$ cat src/rtl/lynxTypes.sv
// lynxTypes: shared listen request/response types and helpers for the TCP port table path.
package lynxTypes;
  localparam int VFID_BITS = 4;
  localparam int PID_BITS = 6;
  localparam int DEST_BITS = 4;
  localparam logic [15:0] TCP_PORT_OFFS = 16'd0;
  typedef struct packed {
    logic [VFID_BITS-1:0] vfid;
    logic [DEST_BITS-1:0] dest;
    logic [PID_BITS-1:0] pid;
    logic [15:0] ip_port;
  } listen_req_t;
  typedef struct packed {
    logic [VFID_BITS-1:0] vfid;
    logic open_port_success;
  } listen_rsp_t;
  localparam int LISTEN_REQ_BITS = $bits(listen_req_t);
  localparam int LISTEN_RSP_BITS = $bits(listen_rsp_t);
  function automatic logic [15:0] sat_inc(input logic [15:0] v);
    return v == 16'hFFFF ? v : v + 16'd1;
  endfunction
endpackage

$ cat src/rtl/tcp_listen_arbiter_if.sv
// tcp_listen_arbiter_if: per-region listen request/response channels plus the shared port-table side.
interface tcp_listen_arbiter_if import lynxTypes::*; #(parameter int N_REGIONS = 4);
  logic [N_REGIONS-1:0] s_req_valid, s_req_ready;
  listen_req_t [N_REGIONS-1:0] s_req_data;
  logic m_req_valid, m_req_ready;
  listen_req_t m_req_data;
  logic s_rsp_valid, s_rsp_ready;
  listen_rsp_t s_rsp_data;
  logic [N_REGIONS-1:0] m_rsp_valid, m_rsp_ready;
  listen_rsp_t m_rsp_data;
  logic [15:0] stat_timeouts, stat_dropped;
  modport slave(
    input s_req_valid, s_req_data, m_req_ready, s_rsp_valid, s_rsp_data, m_rsp_ready,
    output s_req_ready, m_req_valid, m_req_data, s_rsp_ready, m_rsp_valid, m_rsp_data,
    stat_timeouts, stat_dropped
  );
  modport master(
    output s_req_valid, s_req_data, m_req_ready, s_rsp_valid, s_rsp_data, m_rsp_ready,
    input s_req_ready, m_req_valid, m_req_data, s_rsp_ready, m_rsp_valid, m_rsp_data,
    stat_timeouts, stat_dropped
  );
endinterface

$ cat src/rtl/rr_arbiter.sv
// rr_arbiter: picks the first requesting index strictly after last, wrapping N-1 -> 0.
module rr_arbiter #(
  parameter int N = 4,
  parameter int IW = $clog2(N)
) (
  input  logic [N-1:0]  req,
  input  logic [IW-1:0] last,
  output logic [N-1:0]  grant_oh,
  output logic [IW-1:0] grant_idx,
  output logic          any
);
  logic [IW:0] j;
  always_comb begin
    grant_idx = '0;
    any = 1'b0;
    j = '0;
    for (int i = N; i >= 1; i--) begin
      j = {1'b0, last} + (IW+1)'(i);
      j = j >= (IW+1)'(N) ? j - (IW+1)'(N) : j;
      if (req[j[IW-1:0]]) begin
        grant_idx = j[IW-1:0];
        any = 1'b1;
      end
    end
    grant_oh = any ? N'(1) << grant_idx : '0;
  end
endmodule

$ cat src/rtl/tcp_listen_arbiter.sv
// tcp_listen_arbiter: round-robin funnel of vFPGA listen requests into one port-table channel,
// one request outstanding, with response timeout and late-response accounting.
module tcp_listen_arbiter import lynxTypes::*; #(
  parameter int N_REGIONS = 4,
  parameter int RSP_TIMEOUT = 1024
) (
  input logic aclk,
  input logic aresetn,
  tcp_listen_arbiter_if.slave bus
);
  localparam int IW = $clog2(N_REGIONS);
  typedef enum logic [1:0] {ST_IDLE, ST_SEND, ST_WAIT, ST_RSP} state_t;
  state_t state, state_n;
  logic [IW-1:0] last_grant, grant, arb_idx;
  logic [N_REGIONS-1:0] arb_oh;
  logic arb_any, timeout;
  listen_req_t req_q, req_sel;
  listen_rsp_t rsp_q;
  logic [15:0] cnt, timeouts_q, dropped_q;
  rr_arbiter #(.N(N_REGIONS)) u_rr (
    .req(bus.s_req_valid),
    .last(last_grant),
    .grant_oh(arb_oh),
    .grant_idx(arb_idx),
    .any(arb_any)
  );
  assign timeout = cnt == 16'(RSP_TIMEOUT - 1);
  assign bus.stat_timeouts = timeouts_q;
  assign bus.stat_dropped = dropped_q;
  always_comb begin
    state_n = state;
    req_sel = bus.s_req_data[arb_idx];
    req_sel.vfid = VFID_BITS'(arb_idx);
    bus.s_req_ready = '0;
    bus.m_req_valid = state == ST_SEND;
    bus.m_req_data = req_q;
    bus.s_rsp_ready = aresetn;
    bus.m_rsp_valid = '0;
    bus.m_rsp_data = rsp_q;
    case (state)
      ST_IDLE: begin
        bus.s_req_ready = aresetn ? arb_oh : '0;
        state_n = arb_any ? ST_SEND : ST_IDLE;
      end
      ST_SEND: state_n = bus.m_req_ready ? ST_WAIT : ST_SEND;
      ST_WAIT: state_n = bus.s_rsp_valid || timeout ? ST_RSP : ST_WAIT;
      default: begin
        bus.m_rsp_valid[grant] = 1'b1;
        state_n = bus.m_rsp_ready[grant] ? ST_IDLE : ST_RSP;
      end
    endcase
  end
  always_ff @(posedge aclk) begin
    if (!aresetn) begin
      state <= ST_IDLE;
      last_grant <= IW'(N_REGIONS - 1);
      cnt <= '0;
      timeouts_q <= '0;
      dropped_q <= '0;
    end else begin
      state <= state_n;
      if (state == ST_IDLE && arb_any) last_grant <= arb_idx;
      cnt <= state == ST_SEND ? '0 : state == ST_WAIT ? cnt + 16'd1 : cnt;
      if (state == ST_WAIT && !bus.s_rsp_valid && timeout) timeouts_q <= sat_inc(timeouts_q);
      if (state != ST_WAIT && bus.s_rsp_valid) dropped_q <= sat_inc(dropped_q);
    end
  end
  // Payload registers carry no reset: their contents are only observed behind a valid.
  always_ff @(posedge aclk) begin
    if (state == ST_IDLE && arb_any) begin
      grant <= arb_idx;
      req_q <= req_sel;
    end
    if (state == ST_WAIT && bus.s_rsp_valid) rsp_q <= bus.s_rsp_data;
    else if (state == ST_WAIT && timeout) rsp_q <= '{vfid: VFID_BITS'(grant), open_port_success: 1'b0};
  end
endmodule

$ cat src/flat_wrapper.sv
// flat-port wrapper written by rule: the top's interface ports become plain ports
module tcp_listen_arbiter_flat import lynxTypes::*;
#(
  parameter int N_REGIONS = 4,
  parameter int RSP_TIMEOUT = 1024
)
  (aclk, aresetn, bus_s_req_valid, bus_s_req_data, bus_m_req_ready, bus_s_rsp_valid, bus_s_rsp_data, bus_m_rsp_ready, bus_s_req_ready, bus_m_req_valid, bus_m_req_data, bus_s_rsp_ready, bus_m_rsp_valid, bus_m_rsp_data, bus_stat_timeouts, bus_stat_dropped);
  tcp_listen_arbiter_if #(.N_REGIONS(N_REGIONS)) bus_i ();
  input logic aclk;
  input logic aresetn;
  input wire logic [$bits(bus_i.s_req_valid)-1:0] bus_s_req_valid;
  input wire logic [$bits(bus_i.s_req_data)-1:0] bus_s_req_data;
  input wire logic [$bits(bus_i.m_req_ready)-1:0] bus_m_req_ready;
  input wire logic [$bits(bus_i.s_rsp_valid)-1:0] bus_s_rsp_valid;
  input wire logic [$bits(bus_i.s_rsp_data)-1:0] bus_s_rsp_data;
  input wire logic [$bits(bus_i.m_rsp_ready)-1:0] bus_m_rsp_ready;
  output wire logic [$bits(bus_i.s_req_ready)-1:0] bus_s_req_ready;
  output wire logic [$bits(bus_i.m_req_valid)-1:0] bus_m_req_valid;
  output wire logic [$bits(bus_i.m_req_data)-1:0] bus_m_req_data;
  output wire logic [$bits(bus_i.s_rsp_ready)-1:0] bus_s_rsp_ready;
  output wire logic [$bits(bus_i.m_rsp_valid)-1:0] bus_m_rsp_valid;
  output wire logic [$bits(bus_i.m_rsp_data)-1:0] bus_m_rsp_data;
  output wire logic [$bits(bus_i.stat_timeouts)-1:0] bus_stat_timeouts;
  output wire logic [$bits(bus_i.stat_dropped)-1:0] bus_stat_dropped;
  assign bus_i.s_req_valid = bus_s_req_valid;
  assign bus_i.s_req_data = bus_s_req_data;
  assign bus_i.m_req_ready = bus_m_req_ready;
  assign bus_i.s_rsp_valid = bus_s_rsp_valid;
  assign bus_i.s_rsp_data = bus_s_rsp_data;
  assign bus_i.m_rsp_ready = bus_m_rsp_ready;
  assign bus_s_req_ready = bus_i.s_req_ready;
  assign bus_m_req_valid = bus_i.m_req_valid;
  assign bus_m_req_data = bus_i.m_req_data;
  assign bus_s_rsp_ready = bus_i.s_rsp_ready;
  assign bus_m_rsp_valid = bus_i.m_rsp_valid;
  assign bus_m_rsp_data = bus_i.m_rsp_data;
  assign bus_stat_timeouts = bus_i.stat_timeouts;
  assign bus_stat_dropped = bus_i.stat_dropped;
  tcp_listen_arbiter #(.N_REGIONS(N_REGIONS), .RSP_TIMEOUT(RSP_TIMEOUT)) u_core (.aclk(aclk), .aresetn(aresetn), .bus(bus_i));
endmodule
$ cat config.mk
export PLATFORM = sky130hd
export DESIGN_NAME = tcp_listen_arbiter_flat
export DESIGN_NICKNAME = d
export VERILOG_FILES = /design/src/rtl/lynxTypes.sv /design/src/rtl/tcp_listen_arbiter_if.sv /design/src/rtl/rr_arbiter.sv /design/src/rtl/tcp_listen_arbiter.sv /design/src/flat_wrapper.sv
export SDC_FILE = /design/constraint.sdc
export NUM_CORES = 1
export LEC_CHECK = 0
export CELL_PAD_IN_SITES_DETAIL_PLACEMENT = 0
export CELL_PAD_IN_SITES_GLOBAL_PLACEMENT = 1
export CORE_ASPECT_RATIO = 2
export CORE_UTILIZATION = 50
export DETAILED_ROUTE_END_ITERATION = 7
export DONT_BUFFER_PORTS = 1
export MAX_ROUTING_LAYER = met4
export PLACE_DENSITY_LB_ADDON = 0.05
export SLEW_MARGIN = 10
export SYNTH_ARGS = -nofsm -noshare
export SYNTH_HDL_FRONTEND = slang
export SYNTH_SLANG_ARGS = --single-unit
$ cat constraint.sdc
create_clock -name aclk -period 6.6 [get_ports aclk]
set_input_delay 0.99 -clock aclk [delete_from_list [all_inputs] [get_ports aclk]]
set_output_delay 0.99 -clock aclk [all_outputs]
set_load 0.1 [all_outputs]
# After elaboration in Yosys (flattened, before gate mapping)
# Index checks and enable logic that the tools add are counted.
dict set report totals {
  n_memories 0
  latchBits 0
  output_inout_bits 77
  input_bits 137
  reg_bits 85
  rom_bits 0
  mem_bits_rw 0
}
dict set report classes {
  n_div 0
  n_mul 0
  n_shift 1
  n_reduce_logical 15
  n_addsub 11
  bitwise_logic 3
  n_mux 37
  magnitude_cmp 11
  n_eq_ne 6
}
# cell n
set ops {}
lappend ops {{30-bit binary-select mux with 2-bit select} 1}
lappend ops {{16-bit by 1-bit adder with 16-bit output, second input constant} 3}
lappend ops {{16-bit == test, second input constant} 2}
lappend ops {{26-bit 2-to-1 mux} 1}
lappend ops {{2-bit 2-to-1 mux} 10}
lappend ops {{2-bit by 3-bit less-than comparator with 1-bit output, second input constant} 6}
lappend ops {{16-bit by 10-bit == test with 1-bit output, second input constant} 1}
lappend ops {{4-bit 2-to-1 mux} 4}
lappend ops {{3-bit greater-or-equal comparator, second input constant} 4}
lappend ops {{1-bit 2-to-1 mux} 12}
lappend ops {{1-bit binary-select mux with 2-bit select} 5}
lappend ops {{5-bit 2-to-1 mux} 2}
lappend ops {{2-bit by 1-bit subtractor with 2-bit output, second input constant} 4}
lappend ops {{1-bit logical AND} 7}
lappend ops {{2-bit by 2-bit adder with 3-bit output, second input constant} 2}
lappend ops {{2-bit case mux with 3 select lines} 1}
lappend ops {{2-bit AND reduction} 2}
lappend ops {{1-bit by 2-bit << shifter with 4-bit output, first input constant} 1}
lappend ops {{2-bit by 1-bit adder with 3-bit output, second input constant} 1}
lappend ops {{2-bit by 3-bit adder with 3-bit output, second input constant} 1}
lappend ops {{1-bit inverter} 3}
lappend ops {{3-bit OR reduction} 1}
lappend ops {{1-bit demux with 2-bit select} 1}
lappend ops {{2-bit by 1-bit == test with 1-bit output, second input constant} 1}
lappend ops {{other kinds (8)} 8}

# Logic depth before layout (Yosys ltp)
dict set report depth {
  depth_word 13
  ltp_mapped 8
  mapped_depth_nobuf 6
}

# Hierarchy
# Synthesis repeated with hierarchy kept, for this count alone.
dict set report unflattened {
  hier_cells 416
  hier_area_um2 4458.0
}
# module cells_each area_each_um2 n_inst seq_area_each_um2
set modules_own_cells {}
lappend modules_own_cells {tcp_listen_arbiter 388 4280.4 1 2031.9}
lappend modules_own_cells {rr_arbiter 28 177.7 1 0.0}

# Worst setup path after synthesis
# Ideal clock, no wire load.
dict set report synth_timing {
  path_kind {input to output}
  startpoint {input bus_s_req_valid[1]}
  endpoint {output bus_s_req_ready[3]}
  t_arrival_ps 5012
  stages 4
  path_buffers 0
  slack_ps 598
  path_cell_list {nor4_1 > nor3_1 > nand3_1 > nor2b_1}
}
dict set report synth_via {
  elab_chain_cells 10
  elab_cells_between_ends 20
  cone_classes {shift: 1; mux: 19}
}
# item line
set synth_lines {}
lappend synth_lines {{start, declared} flat_wrapper.sv:11} ;# input wire logic [$bits(bus_i.s_req_valid)-1:0] bus_s_req_valid;
lappend synth_lines {{1-bit binary-select mux with 2-bit select} rr_arbiter.sv:20} ;# if (req[j[IW-1:0]]) begin
lappend synth_lines {{1-bit 2-to-1 mux (not written as such)} rr_arbiter.sv:20}
lappend synth_lines {{2-bit 2-to-1 mux (4 in a row)} rr_arbiter.sv:20}
lappend synth_lines {{1-bit by 2-bit << shifter with 4-bit output} rr_arbiter.sv:25} ;# grant_oh = any ? N'(1) << grant_idx : '0;
lappend synth_lines {{4-bit 2-to-1 mux (*)} rr_arbiter.sv:25}
lappend synth_lines {{4-bit 2-to-1 mux (*)} tcp_listen_arbiter.sv:42} ;# bus.s_req_ready = aresetn ? arb_oh : '0;
lappend synth_lines {{4-bit 2-to-1 mux (*)} tcp_listen_arbiter.sv:40} ;# case (state)
lappend synth_lines {{end, declared} flat_wrapper.sv:17} ;# output wire logic [$bits(bus_i.s_req_ready)-1:0] bus_s_req_ready;
# Mark *: on every way between the ends. The rest lies on a longest branch, timed or not. The select of a mux whose other input is x is not followed.

# Worst setup path in the final report
dict set report layout_timing {
  startpoint {input bus_s_req_valid[0]}
  endpoint {output bus_s_req_ready[1]}
}
# The elaborated chain is that of the path after synthesis.

==> flow_summary.toml <==
[setup_path]
crit_chain = "a21oi_1, a31oi_1, a21oi_4, buf_4, nand3b_1, nor2b_2"
crit_family = "simple AND/OR/NAND/NOR gates"
r2r_slack_ns = 3.65
end_kind = "output pin"
cp-start-kind = "input pin"
cpMaxStageDelayCell = "nor2b_2"
critical_path.max_stage_delay_ns = 0.86
critPathRequiredTime_ns = 5.61
path_buf_inv = 1
worst-setup-path-type = "input pin to output pin"
worstPathMaxFanout = 55
crit_arrival_ns = 3.01

[grt]
antenna_found_initial = 0
grt-ovfl-total = 0
grt_max_degree = 56
grt_pass1_wl_mm = 16.7
grtUsageTotal_pct = 22.5
grt_pass1_vias = 3404

[logic_synthesis]
synthMuxAreaShare_pct = 20.4
yosysSeqAreaShare_pct = 43.9
synth_compound_area_share_pct = 7.21
synth.avg_cell_area_um2 = 10.0
syn-instance-count = 462
yosysTopAreaCell = "dfxtp_1"
async_flop_share_pct = 0
synth_edf_count = 33
synthFlopType = "dfxtp_1"
synth_seq_cells = 85
synth_most_common_cell = "mux2i_1"
netlist_top_cells_area = "dfxtp_1, edfxtp_1, mux2i_1, nand2_1, nor2_1"
synth_top_family_by_area = "multiplexers"
post-synth-top-area-fraction_pct = 22.5
yosys-top-cells-count = "mux2i_1, dfxtp_1, nand2_1"
synthesis.area_um2 = 4630
yosysUniqueCellTypes = 57
synth_simple_gate_area_share_pct = 20.1
synthAdderAreaFrac_pct = 0.810
ys_warn_count = 0
yosys.area_share.xor_xnor_pct = 3.59

[placed_design]
io_buffers = 0
place_ws_ns = 2.58
dp_hpwl_mm = 7.85
gp_congestion = 0.797

[sta]
fin_ws_ns = 2.60
finalSetupViolations = 0
rsz0062_at_grt = "false"
finalHoldViolCount = 0
report.final.slew_viol_count = 0
worst_pin_slew_ns = 1.16
clock.fmax_ghz = 0.250
finClkSkew_ns = 0.00810
period_share_pct = 60.6
relSlewSlack_pct = 22.7
fin_crit_ns = 4.00
finalSetupTns_ns = 0

[floorplan]
initial_core_util_pct = 51.4
core_um2 = 9010
dieWidth_um = 70.1
rows = 49
num_io_pins = 214
dieArea_um2 = 9680
dieHeight_um = 138

[clock_network]
cts_setup_buffers = 0
post_cts_resize_count = 0
cts_made_buffers = 9
htree_levels = 3
hold_buffers = 0
clkSlewWorstSetupHoldPaths_ns = 0.06
cts_max_path_buffers = 2
cts_tree = "yes"
clkLatencyLatePin_ns = 0.34
root_buffer = "clkbuf_16"
cts.sink_count = 85

[finish]
drive_above_1_share_pct = 11.0
diodes = 0
n_fill_cell = 839
area_growth_pct = 9.51
fin_nets = 600

[power]
power_leakage_nw = 1.91
power_frac_clock_pct = 26.2
max-vdd-ir-drop_uv = 191
share_comb_of_total_power_pct = 15.7
power_density_nw_per_um2 = 347
power_switching_mw = 0.765
switching_share_pct = 43.4
internal_power_mw = 0.995
power_frac_seq_pct = 58.1

[hold_path]
min_path_type = "register to register"

[detailed_routing]
dr.pass1.iters = 4
num_vias = 3400
route.detailed.drc = 0
ant_nets = 0
drt-total-wl_mm = 10.3
routed_via_density = 6.00
wire_per_inst_um = 18.2
drtIter0Drc = 127

[run]
maxCapViolCount = 0

[status]
status = "completed"
[logic make-up after synthesis]
logic type | count (synthesis)
DFF | 85
AOI/OAI and AO/OA | 51
xor gates and xnor gates | 19
and+or+nand+nor | 171
adders and majority gates | 3
other | 1
buffers and inverters | 39
muxes | 93
[layout make-up]
cell class              instances  area (um^2)  area share (%)
clock inverters                 5         25.0           0.493
repair buffers                 10          110            2.17
inverters                      15         56.3            1.11
clock buffers                  11          243            4.79
flip-flops and latches         85         2030            40.1
multi-input cells             339         2480            48.9
well taps                     102          128            2.52
[registers in the layout, summed over array words and instances, names as in the netlist]
name,cells
u_core.last_grant,2
u_core.bus.stat_timeouts,16
u_core.bus.stat_dropped,16
u_core.bus.m_req_data,26
u_core.bus.m_rsp_data,5
u_core.grant,2
u_core.state,2
u_core.cnt,16
[cell usage in the layout (no fill, tap or decap), types with 5 or more instances in the layout]
cell type  Yosys  routed
xnor2_1       11      11
nand4_1        8       8
or3_1          6       6
nor2_2         0       5
edfxtp_1      33      33
buf_4          3       8
mux2i_1       90      90
and3_1        10      10
nor4_1         7       5
inv_1         15      15
nand3_1       23      23
nand2b_1      11      11
a21oi_1       19      18
nand2_1       38      38
o21ai_0       10      10
clkbuf_16      0      11
xor2_1         8       8
nor2_1        36      31
dfxtp_1       52      52
[metal layers]
metal	up-vias	track usage (%)	share of wire, %
met3	21	6.05	6.8
met4	0	10.4	2.9
li1	1667	-	-
met5	-	-	0
met1	1581	20.6	34
met2	131	41.8	56
[tightest hold or removal path, cell delays in order, from the launching register on]
cell and delay (ns):
dfxtp_1 0.35, xor2_1 0.07, nor2_1 0.08
[final timing paths]
| path | startpoint | endpoint | cells past startpoint |
|---|---|---|---|
| setup / recovery | bus_s_req_valid[0] | bus_s_req_ready[1] | 6 |
| hold / removal | u_core.cnt[15] | u_core.cnt[15] | 2 |
| setup reg to reg | u_core.bus.stat_dropped[1] | u_core.bus.stat_dropped[14] | 6 |
| hold reg to reg | u_core.cnt[15] | u_core.cnt[15] | 2 |
[power groups by stage]
stage	Sequential [mW]	Clock, mW	Combinational, mW
4_1_cts	1.03	0.474	0.279
2_1_floorplan	1.02	0	0.236
5_1_grt	1.03	0.495	0.300
6_report	1.02	0.462	0.276
3_5_place_dp	1.03	0	0.280
3_3_place_gp	1.04	0	0.272
[per-stage QoR]
stage / hold WS, ns / cell area, um^2 / util, % / total power, mW / cells
5_1_grt: 0.564 / 5070 / 56.3 / 1.82 / 567
2_1_floorplan: 0.480 / 4640 / - / 1.26 / 463
4_1_cts: 0.539 / 5070 / 56.3 / 1.78 / 567
3_5_place_dp: 0.523 / 4800 / 53.3 / 1.31 / 551
6_report: 0.532 / 5070 / 56.3 / 1.76 / 567
3_3_place_gp: 0.497 / 4800 / 53.3 / 1.31 / 551
Note: power is estimated with default switching activity, not from simulation.
